### src/rtl/window3x3_gen.sv
// 3x3 sliding-window builder over a raster pixel stream plus two line-delayed copies.
// Emits only interior windows and flags stream gaps or premature start-of-frame.
module window3x3_gen #(
  parameter int DATA_W = 16,
  parameter int IMG_W  = 257,
  parameter int IMG_H  = 257,
  parameter int CW     = 9
) (
  input  logic                ap_clk,
  input  logic                reset_n,
  input  logic                sof,
  input  logic                in_valid,
  input  logic [DATA_W-1:0]   pix_in,
  input  logic [DATA_W-1:0]   line1_in,
  input  logic [DATA_W-1:0]   line2_in,
  output logic                out_valid,
  output logic [9*DATA_W-1:0] window,
  output logic [CW-1:0]       out_row,
  output logic [CW-1:0]       out_col,
  output logic                frame_done,
  output logic                err
);

  // Input handshake: there is no back-pressure. A pixel is taken on every clock
  // where in_valid is high in ACTIVE, or where in_valid and sof are both high in
  // IDLE/ERR. out_valid is a one-cycle qualifier with no ready.
  typedef enum logic [1:0] {IDLE, ACTIVE, ERR} state_t;

  localparam logic [CW-1:0] LAST_COL = CW'(IMG_W - 1);
  localparam logic [CW-1:0] LAST_ROW = CW'(IMG_H - 1);
  localparam logic [CW-1:0] TWO      = CW'(2);
  localparam logic [CW-1:0] ONE      = CW'(1);

  state_t              state;
  logic [CW-1:0]       row_q, col_q;
  logic [DATA_W-1:0]   taps [3][3];
  logic [DATA_W-1:0]   taps_next [3][3];
  logic                last_q;

  logic                accept, emit, col_wrap, is_last;
  logic [CW-1:0]       pos_row, pos_col, nxt_row, nxt_col;
  logic [9*DATA_W-1:0] win_next;

  always_comb begin
    accept   = in_valid && ((state == ACTIVE) || sof);
    // sof always re-bases the accepted pixel to (0,0), including a mid-frame restart
    pos_row  = sof ? '0 : row_q;
    pos_col  = sof ? '0 : col_q;
    col_wrap = (pos_col == LAST_COL);
    is_last  = col_wrap && (pos_row == LAST_ROW);
    nxt_col  = col_wrap ? '0 : pos_col + ONE;
    nxt_row  = col_wrap ? (is_last ? '0 : pos_row + ONE) : pos_row;
    emit     = accept && (pos_row >= TWO) && (pos_col >= TWO);
  end

  always_comb begin
    for (int i = 0; i < 3; i++) begin
      taps_next[i][0] = taps[i][1];
      taps_next[i][1] = taps[i][2];
      taps_next[i][2] = '0;
    end
    taps_next[0][2] = line2_in;
    taps_next[1][2] = line1_in;
    taps_next[2][2] = pix_in;
    win_next = '0;
    for (int i = 0; i < 3; i++) begin
      for (int j = 0; j < 3; j++) begin
        win_next[DATA_W*(3*i+j) +: DATA_W] = taps_next[i][j];
      end
    end
  end

  always_ff @(posedge ap_clk) begin
    if (!reset_n) begin
      state      <= IDLE;
      row_q      <= '0;
      col_q      <= '0;
      last_q     <= 1'b0;
      out_valid  <= 1'b0;
      window     <= '0;
      out_row    <= '0;
      out_col    <= '0;
      frame_done <= 1'b0;
      err        <= 1'b0;
      for (int i = 0; i < 3; i++) begin
        for (int j = 0; j < 3; j++) begin
          taps[i][j] <= '0;
        end
      end
    end else begin
      out_valid  <= emit;
      last_q     <= accept && is_last;
      frame_done <= last_q;
      if (accept) begin
        taps  <= taps_next;
        row_q <= nxt_row;
        col_q <= nxt_col;
      end
      // Output registers load only for interior windows so they hold otherwise
      if (emit) begin
        window  <= win_next;
        out_row <= pos_row - ONE;
        out_col <= pos_col - ONE;
      end
      case (state)
        IDLE, ERR: begin
          if (in_valid && sof) state <= ACTIVE;
        end
        ACTIVE: begin
          if (!in_valid) begin
            state <= ERR;
            err   <= 1'b1;
          end else begin
            if (sof && ((row_q != '0) || (col_q != '0))) err <= 1'b1;
            if (is_last) state <= IDLE;
          end
        end
        default: state <= IDLE;
      endcase
    end
  end

endmodule

### config.mk
export PLATFORM = sky130hd
export DESIGN_NAME = window3x3_gen
export DESIGN_NICKNAME = d
export VERILOG_FILES = /design/src/rtl/window3x3_gen.sv
export SDC_FILE = /design/constraint.sdc
export NUM_CORES = 1
export LEC_CHECK = 0
export CAP_MARGIN = 10
export CORE_AREA = 5 5 145 147
export CTS_CLUSTER_DIAMETER = 150
export DETAILED_ROUTE_END_ITERATION = 10
export DIE_AREA = 0 0 150 152
export PLACE_DENSITY = 0.92
export SLEW_MARGIN = 20
export SYNTH_ARGS = -nofsm -noshare
export SYNTH_HDL_FRONTEND = slang
export SYNTH_SLANG_ARGS = --single-unit
### constraint.sdc
create_clock -name ap_clk -period 8.15 [get_ports ap_clk]
set_input_delay 1.2225 -clock ap_clk [delete_from_list [all_inputs] [get_ports ap_clk]]
set_output_delay 1.2225 -clock ap_clk [all_outputs]
set_load 0.02 [all_outputs]
==> results of run 1 <==
sequential cells by signal (all words and copies together), names as in the netlist:
name,flops
col_q,9
out_valid,1
row_q,9
window,144
taps,96
last_q,1
out_row,9
state,2
err,1
out_col,9
frame_done,1
final cells by class:
class                           count  area [µm²]
Inverter                           10        45.0
Clock buffer                       35         787
Timing Repair Buffer              223        2230
Tap cell                          270         338
Sequential cell                   282        5650
Multi-Input combinational cell    930        4380
Clock inverter                     16         223
Fill cell                        1523        6130
cell usage in the layout, fill, tap and decap left out, types with 2 or more instances in the layout:
cell	synthesis	layout
clkinv_2	0	8
nor2b_1	6	6
a311oi_1	3	3
nor4_1	2	2
o21ai_0	20	20
or4_1	3	3
nand2_1	493	493
xor2_1	2	2
o211ai_1	3	3
or3_1	3	3
nand2b_1	2	2
and3_1	6	6
nor4_2	2	2
bufinv_16	0	5
a21oi_1	258	258
nor2_1	35	35
nand4_1	9	9
buf_4	5	5
ha_1	6	6
and2_1	4	4
nor4_4	2	2
nand3_1	11	11
xnor2_1	7	7
inv_1	10	9
a211oi_1	10	10
a31oi_1	11	11
a41oi_1	2	2
dfxtp_1	282	282
clkbuf_16	0	28
clkdlybuf4s50_1	0	216
nor3_1	11	11
clkbuf_8	0	6
a311oi_2	4	4
final timing paths:
path / to / depth (start not counted) / startpoint / slack, ns
max: window[94]$_SDFFE_PN0P_ / 10 / sof / 3.90
min: frame_done$_SDFF_PN0_ / 1 / last_q$_SDFF_PN0_ / 0.44
max reg2reg: window[94]$_SDFFE_PN0P_ / 6 / row_q[4]$_SDFFE_PN0P_ / 5.21
min reg2reg: frame_done$_SDFF_PN0_ / 1 / last_q$_SDFF_PN0_ / 0.44
through the flow:
stage                     area, µm²  util, %  setup WS, ns  power [mW]
after floorplan               10500        -          4.76        1.51
after global placement        12600     63.9          3.53        1.56
after detailed placement      12600     63.9          3.46        1.56
after CTS                     13600     69.0          3.97        2.93
after global routing          13700     69.0          3.62        3.00
final                         13700     69.0          3.90        2.90
synthesized netlist by cell type (all sizes together) (2+ instances only):
master  count  area (µm²)
nand2     493        1850
dfxtp     282        5650
a21oi     259        1300
clkbuf     61         229
buf        47         255
nor2       35         131
o21ai      20         100
a31oi      11        68.8
nand3      11        55.1
nor3       11        55.1
a211oi     10        75.1
inv        10        37.5
nand4       9        56.3
a311oi      7        86.3
xnor2       7        61.3
and3        6        37.5
ha          6        75.1
nor2b       6        37.5
nor4        6        80.1
and2        4        25.0
o211ai      3        22.5
or3         3        18.8
or4         3        22.5
a41oi       2        17.5
nand2b      2        12.5
xor2        2        17.5
power by group:
part	internal (mW)	switching [mW]	leakage [nW]	total, mW
combinational	0.0425	0.0747	1.84	0.117
sequential	1.40	0.0145	2.28	1.41
clock	0.842	0.533	0.502	1.38
cell families (layout without fill, tap and decap cells):
family                     Yosys count  in the layout  synth area share, %
and+or+nand+nor                    593            593                 23.0
AOI/OAI and AO/OA                  322            322                 16.8
DFF                                282            282                 53.7
buffers and inverters              118            284                 4.96
xor gates and xnor gates             9              9                0.750
adders and majority gates            6              6                0.714
routing by layer:
metal	GRT usage (%)	vias to the layer above
li1	-	4686
met1	28.9	4539
met2	40.2	373
met3	5.27	61
met4	7.67	0
met5	0	-
worst max-delay path: stages:
cell and delay [ns]:
clkdlybuf4s50_1 0.40, buf_4 0.24, inv_1 0.56, nand2_1 0.17
inv_1 0.15, ha_1 0.25, o221a_4 0.85, buf_12 0.44
nand2_1 0.15, a21oi_1 0.21
==> reports/metrics.yaml, run 1 <==
placed_design:
  place_hpwl_mm: 17.6
  place_congestion: 0.878
  io_buffers: 216
  place_inst: 1715
critical_path:
  worstSetupStartpointType: "input pin"
  crit_type: "in -> reg"
  crit_fanout: 94
  worstPathRequired_ns: 8.59
  worst_ep_arrival_time_ns: 4.69
  endpoint_kind: "flip-flop"
synthesis:
  yosys_most_used_dff: "dfxtp_1"
  synthDistinctLibCells: 47
  synth_edf_count: 0
  ys_seq_area_share_pct: 53.7
  avgSynthCellArea_um2: 7.91
  ys_ff_latch: 282
  syn-instance-count: 1330
  syn_area_um2: 10500
  ys_warn_count: 0
  ys_async_sr_fraction_pct: 0
  syn_nets: 1388
grt:
  grt_pass1_wl_mm: 45.4
  antenna_found_initial: 0
  grt_pass1_vias: 9242
  grt.overflow.total: 0
  grtUsageTotal_pct: 23.4
  grt_max_degree: 184
cells_and_area:
  area_growth_pct: 29.8
  final_cells: 1766
  num_antenna_cells: 0
  drive_above_1_share_pct: 4.81
  nets: 1533
detailed_routing:
  vias: 9659
  wire_per_inst_um: 15.6
  drc_errors: 0
  met2_length_mm: 13.7
  drt-met1-wl_mm: 10.7
  drt-initial-drc-count: 640
  wl_met3_mm: 2.26
  wl_mm: 27.5
  dr.max_layer_used: "met4"
  drt.antenna.violating_nets: 0
  first_pass_iters: 5
  via_per_inst: 5.47
die:
  num_io_pins: 217
  coreArea_um2: 19800
  initial_core_util_pct: 53.2
  rows: 52
  dieHeight_um: 152
  die_area_um2: 22800
  die_w_um: 150
sta:
  worst_pin_slew_ns: 1.01
  fmax_mhz: 235
  hold_viol: 0
  setup_viol: 0
  slew_viol_final: 0
  slew_headroom_pct: 32.4
  clock_skew_ns: 0.00675
  tns_ns: 0
  fin_crit_ns: 4.25
  min_period_over_period_pct: 52.2
  grt_setup_unrepaired: "no"
  hold_ws_ns: 0.437
power_and_ir_drop:
  p_leak_nw: 4.62
  peakVddDrop_mv: 0.190
  cellPowerDensity_nw_per_um2: 213
cts:
  cts_root_buffer: "clkbuf_16"
  cts_resized: 0
  cts_max_level: 1
  cts.sinks: 282
  cts_hold_buf: 0
  clkSlewWorstSetupHoldPaths_ns: 0.06
  cts_tree: "done"
  cts_setup_buffers: 0
  worstSkewPairLatency_ns: 0.53
  cts_inserted_buffers: 28
  clk_path_buf_depth: 3
min_path:
  hold_path.class: "reg -> reg"
status:
  status: "completed"
job:
  drv_cap: 0
No activity file was read; power rests on OpenSTA's default activity.
==> run 2: changes to the inputs <==
Settings changed: CORE_AREA 5 5 145 147 to 5 5 150 152, DIE_AREA 0 0 150 152 to 0 0 155 157, PLACE_DENSITY 0.92 to 0.87.
Clock period 8.15 ns to 4 ns, I/O delays scaled along.
==> run 2 against run 1 <==
Against the previous run:
- sequential power up 100%
- clock-buffer cell count up 4
- sequential share of layout area about the same
- register-to-register slack worse by 3.6 ns
- combinational power up 110%
- wire length up 1.4%
- utilization down 3.6 points
- first-iteration DRC count down 18%
- critical path type unchanged
- largest cell class unchanged
- largest power group unchanged
==> reports/metrics.yaml, run 2 (synthesized netlist as in run 1, its figures left out) <==
detailed_routing:
  via_per_inst: 5.35  # was 5.47
  drt-initial-drc-count: 523  # was 640
  vias: 9522  # was 9659
  drt.antenna.violating_nets: 0  # unchanged
  wl_mm: 27.9  # was 27.5 mm
  wire_per_inst_um: 15.7  # was 15.6 µm
  first_pass_iters: 5  # unchanged
  drc_errors: 0  # unchanged
critical_path:
  worstPathRequired_ns: 4.46  # was 8.59 ns
  critPathMostFrequentCell: "buf_4"
  crit_fanout: 33  # was 94
  endpoint_kind: "flip-flop"  # unchanged
  slowest_delay_ns: 0.47  # was 0.85 ns
  crit_type: "in -> reg"  # unchanged
  worstSetupStartpointType: "input pin"  # unchanged
  worst_ep_arrival_time_ns: 3.25  # was 4.69 ns
  cpMaxStageDelayCell: "clkdlybuf4s50_1"  # was o221a_4
  path_cells: "clkdlybuf4s50_1 -> buf_4 -> nor2b_1 -> inv_1 -> ha_1 -> o2111a_1 -> buf_4 -> nand4_1 -> or3_1 -> a31oi_1"  # was clkdlybuf4s50_1 -> buf_4 -> inv_1 -> nand2_1 -> inv_1 -> ha_1 -> o221a_4 -> buf_12 -> nand2_1 -> a21oi_1
power_and_ir_drop:
  peakVddDrop_mv: 0.315  # was 0.190 mV
  p_leak_nw: 4.63  # was 4.62 nW
  cellPowerDensity_nw_per_um2: 417  # was 213 nW/µm²
placed_design:
  dpl_cell_area_um2: 12800  # was 12600 µm²
  place_hpwl_mm: 17.9  # was 17.6 mm
  io_buffers: 216  # unchanged
  place_congestion: 0.854  # was 0.878
job:
  drv_cap: 0  # unchanged
cells_and_area:
  drive_above_1_share_pct: 4.98  # was 4.81%
  fin_area_um2: 13700  # about the same
  reg_top3: "window: 144 flops, taps: 96 flops"  # unchanged
  layout_commonest_cell: "nand2_1"  # unchanged
  area_growth_pct: 30.0  # was 29.8%
  nets: 1541  # was 1533
  nFillCells: 1725  # was 1523
  multiInputGateArea_um2: 4380  # unchanged
  largest-register: "window"  # unchanged
  largest_reg_flops: 144  # unchanged
  regArea_um2: 5650  # unchanged
  num_antenna_cells: 0  # unchanged
  layout_common_cells: "493 x nand2_1, 282 x dfxtp_1, 258 x a21oi_1"  # unchanged
  fin_util_pct: 65.4  # was 69.0%
die:
  num_io_pins: 217  # unchanged
  coreArea_um2: 20900  # was 19800 µm²
  dieHeight_um: 157  # was 152 µm
  initial_core_util_pct: 50.3  # was 53.2%
  die_area_um2: 24300  # was 22800 µm²
  die_w_um: 155  # was 150 µm
  rows: 53  # was 52
grt:
  grt_pass1_wl_mm: 44.4  # was 45.4 mm
  grt_pass1_vias: 8863  # was 9242
  grt_max_degree: 90  # was 184
  grt.overflow.total: 0  # unchanged
  antenna_found_initial: 0  # unchanged
  grtUsageTotal_pct: 21.6  # was 23.4%
sta:
  min_period_over_period_pct: 69.8
  slew_headroom_pct: 43.2  # was 32.4%
  clock_skew_ns: 0.00897  # was 0.00675 ns
  setup_viol: 0  # unchanged
  hold_viol: 0  # unchanged
  slew_viol_final: 0  # unchanged
  fin_crit_ns: 2.79
  fmax_mhz: 358
  tns_ns: 0  # unchanged
  grt_setup_unrepaired: "no"  # unchanged
  worst_pin_slew_ns: 0.852  # was 1.01 ns
min_path:
  hold_path.class: "reg -> reg"  # unchanged
cts:
  cts_hold_buf: 0  # unchanged
  cts_tree: "done"  # unchanged
  clk_path_buf_depth: 3  # unchanged
  cts_setup_buffers: 0  # unchanged
  cts_resized: 0  # unchanged
  cts_inserted_buffers: 28  # unchanged
  clkSlewWorstSetupHoldPaths_ns: 0.06  # about the same
  worstSkewPairLatency_ns: 0.53  # about the same
  cts.sinks: 282  # unchanged
  cts_max_level: 1  # unchanged
  cts_root_buffer: "clkbuf_16"  # unchanged
status:
  status: "completed"  # unchanged
## run 2: changes by cell type in the layout (fill, tap and decap cells not counted)
cell,delta
clkbuf_1,+6
buf_4,+5
buf_12,+4
bufinv_16,-3
clkbuf_8,-2
buf_6,-1
clkinv_2,+1
clkinv_4,-1
clkinvlp_4,-1
inv_6,+1
## run 2: routing by layer
metal | wire (µm) | vias up | share of wire, % | GRT usage (%)
met4 | 505 | 0 | 1.8 | 5.38
met2 | 13900 | 296 | 50 | 38.0
li1 | - | 4690 | - | -
met1 | 11400 | 4489 | 41 | 26.7
met5 | 0 | - | 0 | 0
met3 | 2150 | 47 | 7.7 | 5.28
## run 2: area by class of cell
class                           count  area share (%)
Clock buffer                       39            5.72
Clock inverter                     13           0.952
Inverter                           10           0.330
Multi-Input combinational cell    930            32.1
Sequential cell                   282            41.3
Tap cell                          275            2.52
Timing Repair Buffer              231            17.1
## run 2: worst max-delay path: cells and delay by family
family,cells,cell delay (ns)
and+or+nand+nor,3,0.61
buffers and inverters,4,1.13
AOI/OAI and AO/OA,2,0.60
adders and majority gates,1,0.30
## run 2: report_power, final
group	switching [mW]	internal (mW)	total (mW)
clock network	1.07	1.50	2.57
logic	0.157	0.0936	0.251
registers	0.0288	2.85	2.87
## run 2: final timing paths
| kind | start | endpoint | slack [ns] | depth (start not counted) |
|---|---|---|---|---|
| max | sof | row_q[4]$_SDFFE_PN0P_ | 1.21 | 10 |
| min | last_q$_SDFF_PN0_ | frame_done$_SDFF_PN0_ | 0.44 | 1 |
| max reg2reg | row_q[4]$_SDFFE_PN0P_ | window[57]$_SDFFE_PN0P_ | 1.57 | 6 |
| min reg2reg | last_q$_SDFF_PN0_ | frame_done$_SDFF_PN0_ | 0.44 | 1 |
## run 2: per-stage QoR
step / total power [mW] / setup WS [ns] / hold slack, ns / cells
CTS: 5.74 / 1.22 / 0.438 / 1780
detailed placement: 3.19 / 0.697 / 0.423 / 1728
global placement: 3.18 / 0.749 / 0.416 / 1728
floorplan: 3.07 / 1.23 / 0.412 / 1330
finish: 5.70 / 1.21 / 0.437 / 1780
global route: 5.90 / 1.05 / 0.468 / 1780
